--- config.mk ---
export PLATFORM = sky130hd
export DESIGN_NAME = muldiv_sequencer
export DESIGN_NICKNAME = d
export VERILOG_FILES = /design/src/rtl/muldiv_sequencer.sv
export SDC_FILE = /design/constraint.sdc
export NUM_CORES = 1
export LEC_CHECK = 0
export ABC_AREA = 0
export CORE_ASPECT_RATIO = 0.6
export CORE_MARGIN = 5
export CORE_UTILIZATION = 40
export DETAILED_ROUTE_END_ITERATION = 10
export HOLD_SLACK_MARGIN = 0.05
export SETUP_SLACK_MARGIN = 0.5
export SYNTH_ARGS = -nofsm -noshare
export SYNTH_HDL_FRONTEND = slang
export SYNTH_SLANG_ARGS = --single-unit
--- constraint.sdc ---
create_clock -name clk -period 4.8 [get_ports clk]
set_input_delay 1.2 -clock clk [delete_from_list [all_inputs] [get_ports clk]]
set_output_delay 1.2 -clock clk [all_outputs]
set_load 0.005 [all_outputs]
--- src/rtl/muldiv_sequencer.sv ---
// Multi-cycle RV32M multiply/divide sequencer: shift-add multiply, restoring divide,
// sign correction and a one-cycle done pulse beside the single-cycle ALU.
module muldiv_sequencer #(
  parameter int WIDTH = 32
) (
  input  logic             clk,
  input  logic             reset,
  input  logic             start,
  input  logic             flush,
  input  logic [2:0]       Funct3,
  input  logic [WIDTH-1:0] SrcA,
  input  logic [WIDTH-1:0] SrcB,
  output logic             busy,
  output logic             done,
  output logic [WIDTH-1:0] Result
);

  localparam int CW = $clog2(WIDTH);

  typedef enum logic [1:0] {S_IDLE, S_ITER, S_FIX, S_DONE} state_e;

  state_e             state_q, state_d;
  logic [CW-1:0]      cnt_q, cnt_d;
  logic [2:0]         op_q, op_d;
  logic               sa_q, sa_d, sb_q, sb_d;
  logic [WIDTH-1:0]   opnd_q, opnd_d;     // multiplicand or divisor magnitude
  logic [2*WIDTH-1:0] acc_q, acc_d;       // {high, low} or {rem, quo}
  logic [WIDTH-1:0]   result_q, result_d;
  logic               busy_q, done_q;

  // Accept-time decode of signedness, magnitudes and special cases.
  logic             a_signed, b_signed, neg_a, neg_b, is_div, div_zero, div_ovf;
  logic [WIDTH-1:0] a_mag, b_mag, special_res;

  always_comb begin
    a_signed    = (Funct3 == 3'b001) || (Funct3 == 3'b010) ||
                  (Funct3 == 3'b100) || (Funct3 == 3'b110);
    b_signed    = (Funct3 == 3'b001) || (Funct3 == 3'b100) || (Funct3 == 3'b110);
    neg_a       = a_signed && SrcA[WIDTH-1];
    neg_b       = b_signed && SrcB[WIDTH-1];
    a_mag       = neg_a ? -SrcA : SrcA;
    b_mag       = neg_b ? -SrcB : SrcB;
    is_div      = Funct3[2];
    div_zero    = is_div && (SrcB == '0);
    div_ovf     = is_div && !Funct3[0] && (SrcA == {1'b1, {(WIDTH-1){1'b0}}}) &&
                  (SrcB == '1);
    // Overflow DIV returns the dividend itself (the most negative value).
    if (div_zero) special_res = Funct3[1] ? SrcA : '1;
    else          special_res = Funct3[1] ? '0 : SrcA;
  end

  // One iteration of each algorithm, plus the sign-corrected final values.
  logic [WIDTH:0]     mul_sum, div_shift;
  logic [WIDTH-1:0]   div_diff, div_rem, quo_fix, rem_fix, fix_res;
  logic [2*WIDTH-1:0] mul_next, div_next, prod_fix;
  logic               div_ge;

  always_comb begin
    mul_sum   = {1'b0, acc_q[2*WIDTH-1:WIDTH]} + (acc_q[0] ? {1'b0, opnd_q} : '0);
    mul_next  = {mul_sum, acc_q[WIDTH-1:1]};
    div_shift = {acc_q[2*WIDTH-1:WIDTH], acc_q[WIDTH-1]};
    div_ge    = div_shift >= {1'b0, opnd_q};
    // When the trial succeeds the difference is below the divisor, so WIDTH bits suffice.
    div_diff  = div_shift[WIDTH-1:0] - opnd_q;
    div_rem   = div_ge ? div_diff : div_shift[WIDTH-1:0];
    div_next  = {div_rem, acc_q[WIDTH-2:0], div_ge};

    prod_fix  = (sa_q ^ sb_q) ? -acc_q : acc_q;
    quo_fix   = (sa_q ^ sb_q) ? -acc_q[WIDTH-1:0] : acc_q[WIDTH-1:0];
    rem_fix   = sa_q ? -acc_q[2*WIDTH-1:WIDTH] : acc_q[2*WIDTH-1:WIDTH];
    if (op_q[2])              fix_res = op_q[1] ? rem_fix : quo_fix;
    else if (op_q == 3'b000)  fix_res = prod_fix[WIDTH-1:0];
    else                      fix_res = prod_fix[2*WIDTH-1:WIDTH];
  end

  always_comb begin
    // NOTE: every signal driven here gets a hold default first, so no path can infer a latch.
    state_d  = state_q;
    cnt_d    = cnt_q;
    op_d     = op_q;
    sa_d     = sa_q;
    sb_d     = sb_q;
    opnd_d   = opnd_q;
    acc_d    = acc_q;
    result_d = result_q;

    case (state_q)
      S_IDLE: begin
        if (start) begin
          op_d = Funct3;
          sa_d = neg_a;
          sb_d = neg_b;
          if (div_zero || div_ovf) begin
            result_d = special_res;
            state_d  = S_DONE;
          end else begin
            cnt_d   = CW'(WIDTH - 1);
            state_d = S_ITER;
            if (is_div) begin
              opnd_d = b_mag;
              acc_d  = {{WIDTH{1'b0}}, a_mag};
            end else begin
              opnd_d = a_mag;
              acc_d  = {{WIDTH{1'b0}}, b_mag};
            end
          end
        end
      end
      S_ITER: begin
        acc_d = op_q[2] ? div_next : mul_next;
        if (cnt_q == '0) state_d = S_FIX;
        else             cnt_d   = cnt_q - 1'b1;
      end
      S_FIX: begin
        result_d = fix_res;
        state_d  = S_DONE;
      end
      S_DONE:  state_d = S_IDLE;
      default: state_d = S_IDLE;
    endcase

    // Abort leaves Result untouched, including a special-case write in the same cycle.
    if (flush) begin
      state_d  = S_IDLE;
      result_d = result_q;
    end
  end

  // NOTE: sequential state uses non-blocking assignments so every register samples pre-edge values.
  always_ff @(posedge clk) begin
    if (reset) begin
      state_q  <= S_IDLE;
      cnt_q    <= '0;
      op_q     <= '0;
      sa_q     <= 1'b0;
      sb_q     <= 1'b0;
      opnd_q   <= '0;
      acc_q    <= '0;
      result_q <= '0;
      busy_q   <= 1'b0;
      done_q   <= 1'b0;
    end else begin
      state_q  <= state_d;
      cnt_q    <= cnt_d;
      op_q     <= op_d;
      sa_q     <= sa_d;
      sb_q     <= sb_d;
      opnd_q   <= opnd_d;
      acc_q    <= acc_d;
      result_q <= result_d;
      busy_q   <= (state_d == S_ITER) || (state_d == S_FIX);
      done_q   <= (state_d == S_DONE);
    end
  end

  assign busy   = busy_q;
  assign done   = done_q;
  assign Result = result_q;

endmodule

# Word level (Yosys, flattened, before mapping)
# Index checks and enable logic that the tools add are counted.
[totals] ff_bits=142 in_bits=71 out_inout_bits=34 word_cells=94
[classes] addsub=8 n_lt_le_gt_ge=1 n_eq_ne=16 muxes=31 bitwise_logic=3 reduce_logical=25
[op_table] cell="32-bit 2-to-1 mux" count=16
[op_table] cell="64-bit 2-to-1 mux" count=4
[op_table] cell="32-bit negator" count=4
[op_table] cell="64-bit one-hot mux with 2 select lines" count=1
[op_table] cell="32-bit == test, second input constant" count=2
[op_table] cell="64-bit negator" count=1
[op_table] cell="32-bit one-hot mux with 2 select lines" count=1
[op_table] cell="32-bit by 32-bit adder with 33-bit output" count=1
[op_table] cell="33-bit by 32-bit >= comparator with 1-bit output" count=1
[op_table] cell="32-bit zero test" count=1
[op_table] cell="32-bit subtractor" count=1
[op_table] cell="5-bit 2-to-1 mux" count=3
[op_table] cell="5-bit one-hot mux with 2 select lines" count=1
[op_table] cell="2-bit == test, second input constant" count=4
[op_table] cell="2-bit 2-to-1 mux" count=4
[op_table] cell="2-bit != test, second input constant" count=4
[op_table] cell="2-bit one-hot mux with 4 select lines" count=1
[op_table] cell="4-bit AND reduction" count=2
[op_table] cell="1-bit logical OR" count=7
[op_table] cell="3-bit == test, second input constant" count=2
[op_table] cell="1-bit logical AND" count=6
[op_table] cell="3-bit AND reduction" count=2
[op_table] cell="5-bit zero test" count=1
[op_table] cell="5-bit by 1-bit subtractor with 5-bit output, second input constant" count=1
[op_table] cell="10 further kinds" count=13

# Logic depth before layout (Yosys ltp)
[depth] depth_word=11 depth_mapped=16 ltp_nobuf=14

# Worst setup path before layout
# No wires, ideal clock.
[synth_timing] kind="input to register" startpoint="input SrcB[21]" endpoint="register busy_q, in the netlist busy" setup_ns=0.126 t_arrival_ns=3.767 path_slack_ns=0.907 cell_stages=12 cell_sequence="or4_1 -> or4_4 -> nor4_4 -> a31oi_1 -> a21oi_2 -> nor2_1 -> and2_1 -> clkbuf_1 -> nand2_1 -> a21oi_1 -> ha_1 -> nor2b_1"
[synth_via] elab_chain_len=9
[synth_rtl] element="from (decl)" line_no="12" rtl="input logic [WIDTH-1:0] SrcB,"
[synth_rtl] element="32-bit == test / 32-bit zero test (equally long branches)" line_no="46, 44"
[synth_rtl] element="1-bit logical AND, on equally long branches" line_no="45, 44"
[synth_rtl] element="1-bit logical OR (*)" line_no="93" rtl="if (div_zero || div_ovf) begin"
[synth_rtl] element="2-bit 2-to-1 mux (*)" line_no="93"
[synth_rtl] element="2-bit 2-to-1 mux (*)" line_no="89" rtl="if (start) begin"
[synth_rtl] element="2-bit one-hot mux with 4 select lines (*)" line_no="87" rtl="case (state_q)"
[synth_rtl] element="2-bit 2-to-1 mux (*)" line_no="123" rtl="if (flush) begin"
[synth_rtl] element="2-bit by 1-bit == test with 1-bit output / 2-bit == test (equally long branches)" line_no="151" rtl="busy_q <= (state_d == S_ITER) || (state_d == S_FIX);"
[synth_rtl] element="1-bit logical OR (*)" line_no="151"
[synth_rtl] element="to (signal assigned)" line_no="151"
[synth_rtl] element="to (decl)" line_no="29" rtl="logic busy_q, done_q;"
# Mark *: on every way between the ends. The rest lies on a longest branch, timed or not.
# A chain may end at the register's enable or synchronous reset.

# Final worst setup path
[layout_timing] startpoint="input SrcB[19]" endpoint="register result_q[13], in the netlist Result[13]"
[layout_via] elab_chain_len=6
[layout_rtl] element="32-bit zero test" line_no="44" rtl="div_zero = is_div && (SrcB == '0);"
[layout_rtl] element="1-bit logical AND" line_no="44"
[layout_rtl] element="32-bit 2-to-1 mux" line_no="48" rtl="if (div_zero) special_res = Funct3[1] ? SrcA : '1;"
[layout_rtl] element="32-bit 2-to-1 mux" line_no="93"
[layout_rtl] element="32-bit 2-to-1 mux" line_no="89"
[layout_rtl] element="32-bit one-hot mux with 2 select lines" line_no="87"
[layout_rtl] element="to (signal assigned)" line_no="150" rtl="result_q <= result_d;"
[layout_rtl] element="to (decl)" line_no="28" rtl="logic [WIDTH-1:0] result_q, result_d;"
# Parallel ways exist; a longest one is shown, timed or not. The select of a mux whose other input is x is not followed.

==> flow_summary.ini <==
[synth]
synth.distinct_cells = 79
yosysSeqAreaShare_pct = 19.2
synth_area_um2 = 14800
ys.flop_type = dfxtp_1
synth_edf_count = 0
synthCells = 2072
synth_area_leader_cell = dfxtp_1
ys_top_cells_by_area = dfxtp_1 (19%), nor2_1 (6.9%), a21oi_1 (6.8%)
synth_seq_cells = 142
syn_avg_cell_area_um2 = 7.16
netlist.area_leader.share_pct = 19.2
ys_async_sr_fraction_pct = 0
yosysMostFrequentCell = nor2_1
ys_warn_count = 0
synth_top_cells_by_count = nor2_1 (274), a21oi_1 (202), o21ai_0 (144), dfxtp_1 (142), nand2_1 (140)
synth_fp_nets = 2217

[power]
p_seq_share_pct = 31.7
power_mw = 4.27
p_switching_mw = 1.56
p_sw_share_pct = 36.5
p_leak_nw = 6.83
clkPwrFrac_pct = 36.8
p_int_mw = 2.71
p_comb_share_pct = 31.5
p_per_area_nw_per_um2 = 249
vdd_drop_max_mv = 0.202

[detailed_routing]
m1WireLength_um = 29400
drtIter0Drc = 1930
ant_nets = 0
met3_wirelength_um = 7560
vias_per_cell = 6.27
drc = 0
maxUsedRoutingLayer = met5
routed_wl_um = 60800
detail_route.wl_per_cell_um = 23.4
vias = 16337
wl_met2_um = 22900
dr.pass1.iters = 6

[grt]
grt_start_max_net_pins = 67
grt-ovfl-total = 0
grt_pass1_wl_um = 91000
antenna_found_initial = 1
grt_usage_pct = 28.1
grt_pass1_vias = 14777

[sta]
slew-limit-headroom_pct = 22.0
finalClockSkew_ns = 0.0127
final-max-slew-violation-count = 0
fmax_ghz = 0.236
setup_tns_ns = 0
hold_violations = 0
period_minus_slack_ns = 4.23
rsz0062_at_grt = false
setup_viol = 0
fin_crit_sh_pct = 88.2
worst_slew_pin_slew_ns = 1.16

[clock_tree]
clk_latency_ns = 0.46
clk_pin_slew_ns = 0.07
cts_buffers = 17
cts-root-buf = clkbuf_16
hold_buffers = 0
cts_buffer_depth = 2
cts_tree = yes
htree_levels = 4
cts_sinks = 142

[placed_design]
dpl.hpwl_um = 48200
portBuffers = 104
placed_cell_area_um2 = 16500
gp_congestion = 1.00

[worst_setup_path]
crit_type = in -> reg
crit_fanout = 39
start_kind = input port
worstPathRequired_ns = 5.17
endpoint_kind = register
cp.arrival_ns = 4.60
ff2ff_setup_slack_ns = 0.60

[outcome]
status = completed

[die]
start_util_pct = 40.6
die_area_um2 = 41100
die_x_um = 259
core_area_um2 = 36500
die_y_um = 159
rows = 54
io_pins = 105

[layout]
final_nets = 2259
syn_to_final_growth_pct = 15.9
fin_util_pct = 47.1
fin_area_um2 = 17200
drive_gt1_share_pct = 7.15

[min_path]
hold_class = reg -> reg

[job]
maxCapViolations = 0
[final cells by class]
cell class	count	area, um2
fill	3656	19300
multi-input combinational	1706	11200
sequential	142	2850
timing repair buffer	178	1640
tap	476	596
clock buffer	18	439
inverter	69	263
clock inverter	14	229
antenna	1	2.50
[cells in the final DEF, fill, tap and decap left out, types with 26 or more instances in the layout]
master             n
a211oi_1          48
a21o_1            29
a21oi_1          201
buf_4             69
clkdlybuf4s50_1  102
dfxtp_1          140
ha_1              72
inv_1             67
maj3_1            26
mux2i_1           99
nand2_1          140
nand3_1           36
nor2_1           272
nor3_1            51
o211ai_1          26
o21ai_0          144
xnor2_1           83
xor2_1           104
[repair_timing]
item	in CTS	in global routing
gates resized for setup	1	7
pin swaps	0	0
gates cloned	0	0
hold endpoints to repair	0	0
setup endpoints to repair	1	11
buffers inserted	0	2
[per-stage QoR]
stage / cells / hold WS (ns) / setup slack [ns]
2_1_floorplan: 2072 / 0.432 / 0.907
3_3_place_gp: 2569 / 0.444 / 0.0284
3_5_place_dp: 2569 / 0.457 / 0.0219
4_1_cts: 2601 / 0.466 / 0.574
5_1_grt: 2603 / 0.488 / 0.482
6_report: 2604 / 0.466 / 0.568
[routing by layer]
| layer | global-route usage, % | vias up |
|---|---|---|
| met5 | 0 | - |
| met4 | 5.43 | 2 |
| met3 | 9.30 | 65 |
| met2 | 36.3 | 843 |
| met1 | 44.3 | 7836 |
| li1 | - | 7591 |
[worst max-delay path, cell delays in order]
cell,delay (ns)
clkdlybuf4s50_1,0.49
or4_1,0.61
or4_4,0.50
nor4_4,0.42
a31o_1,0.17
a21oi_1,0.08
or3_4,0.58
or2_1,0.32
o31ai_1,0.23
[sequential cells by signal (all words and copies together), names as in the netlist]
signal and flops:
Result 32, acc_q 64, busy 1, cnt_q 5
done 1, op_q 3, opnd_q 32, sa_q 1
sb_q 1, state_q 2
[cell families (layout without fill, tap and decap cells)]
group,count (synthesis),in the layout,synth area share (%)
AOI/OAI and AO/OA,635,635,26.7
xor gates and xnor gates,189,189,11.2
adders and majority gates,100,100,8.10
buffers and inverters,224,279,5.92
DFF,142,142,19.2
muxes,103,103,6.99
other,0,1,0
and+or+nand+nor,679,679,22.0
[power groups by stage]
stage          logic, mW  registers [mW]  clock network [mW]
2_1_floorplan      0.897            1.31                   0
3_3_place_gp        1.28            1.37                   0
3_5_place_dp        1.30            1.37                   0
4_1_cts             1.31            1.35                1.59
5_1_grt             1.45            1.36                1.64
6_report            1.35            1.35                1.57
[worst paths after layout]
kind / startpoint / end / cells after the start
max: SrcB[19] / Result[13]$_SDFFE_PP0P_ / 9
min reg2reg: opnd_q[26]$_SDFFE_PP0P_ / opnd_q[26]$_SDFFE_PP0P_ / 2
max reg2reg: acc_q[0]$_SDFFE_PP0P_ / Result[10]$_SDFFE_PP0P_ / 14
min: opnd_q[26]$_SDFFE_PP0P_ / opnd_q[26]$_SDFFE_PP0P_ / 2
Power figures use the tool's default switching activity.
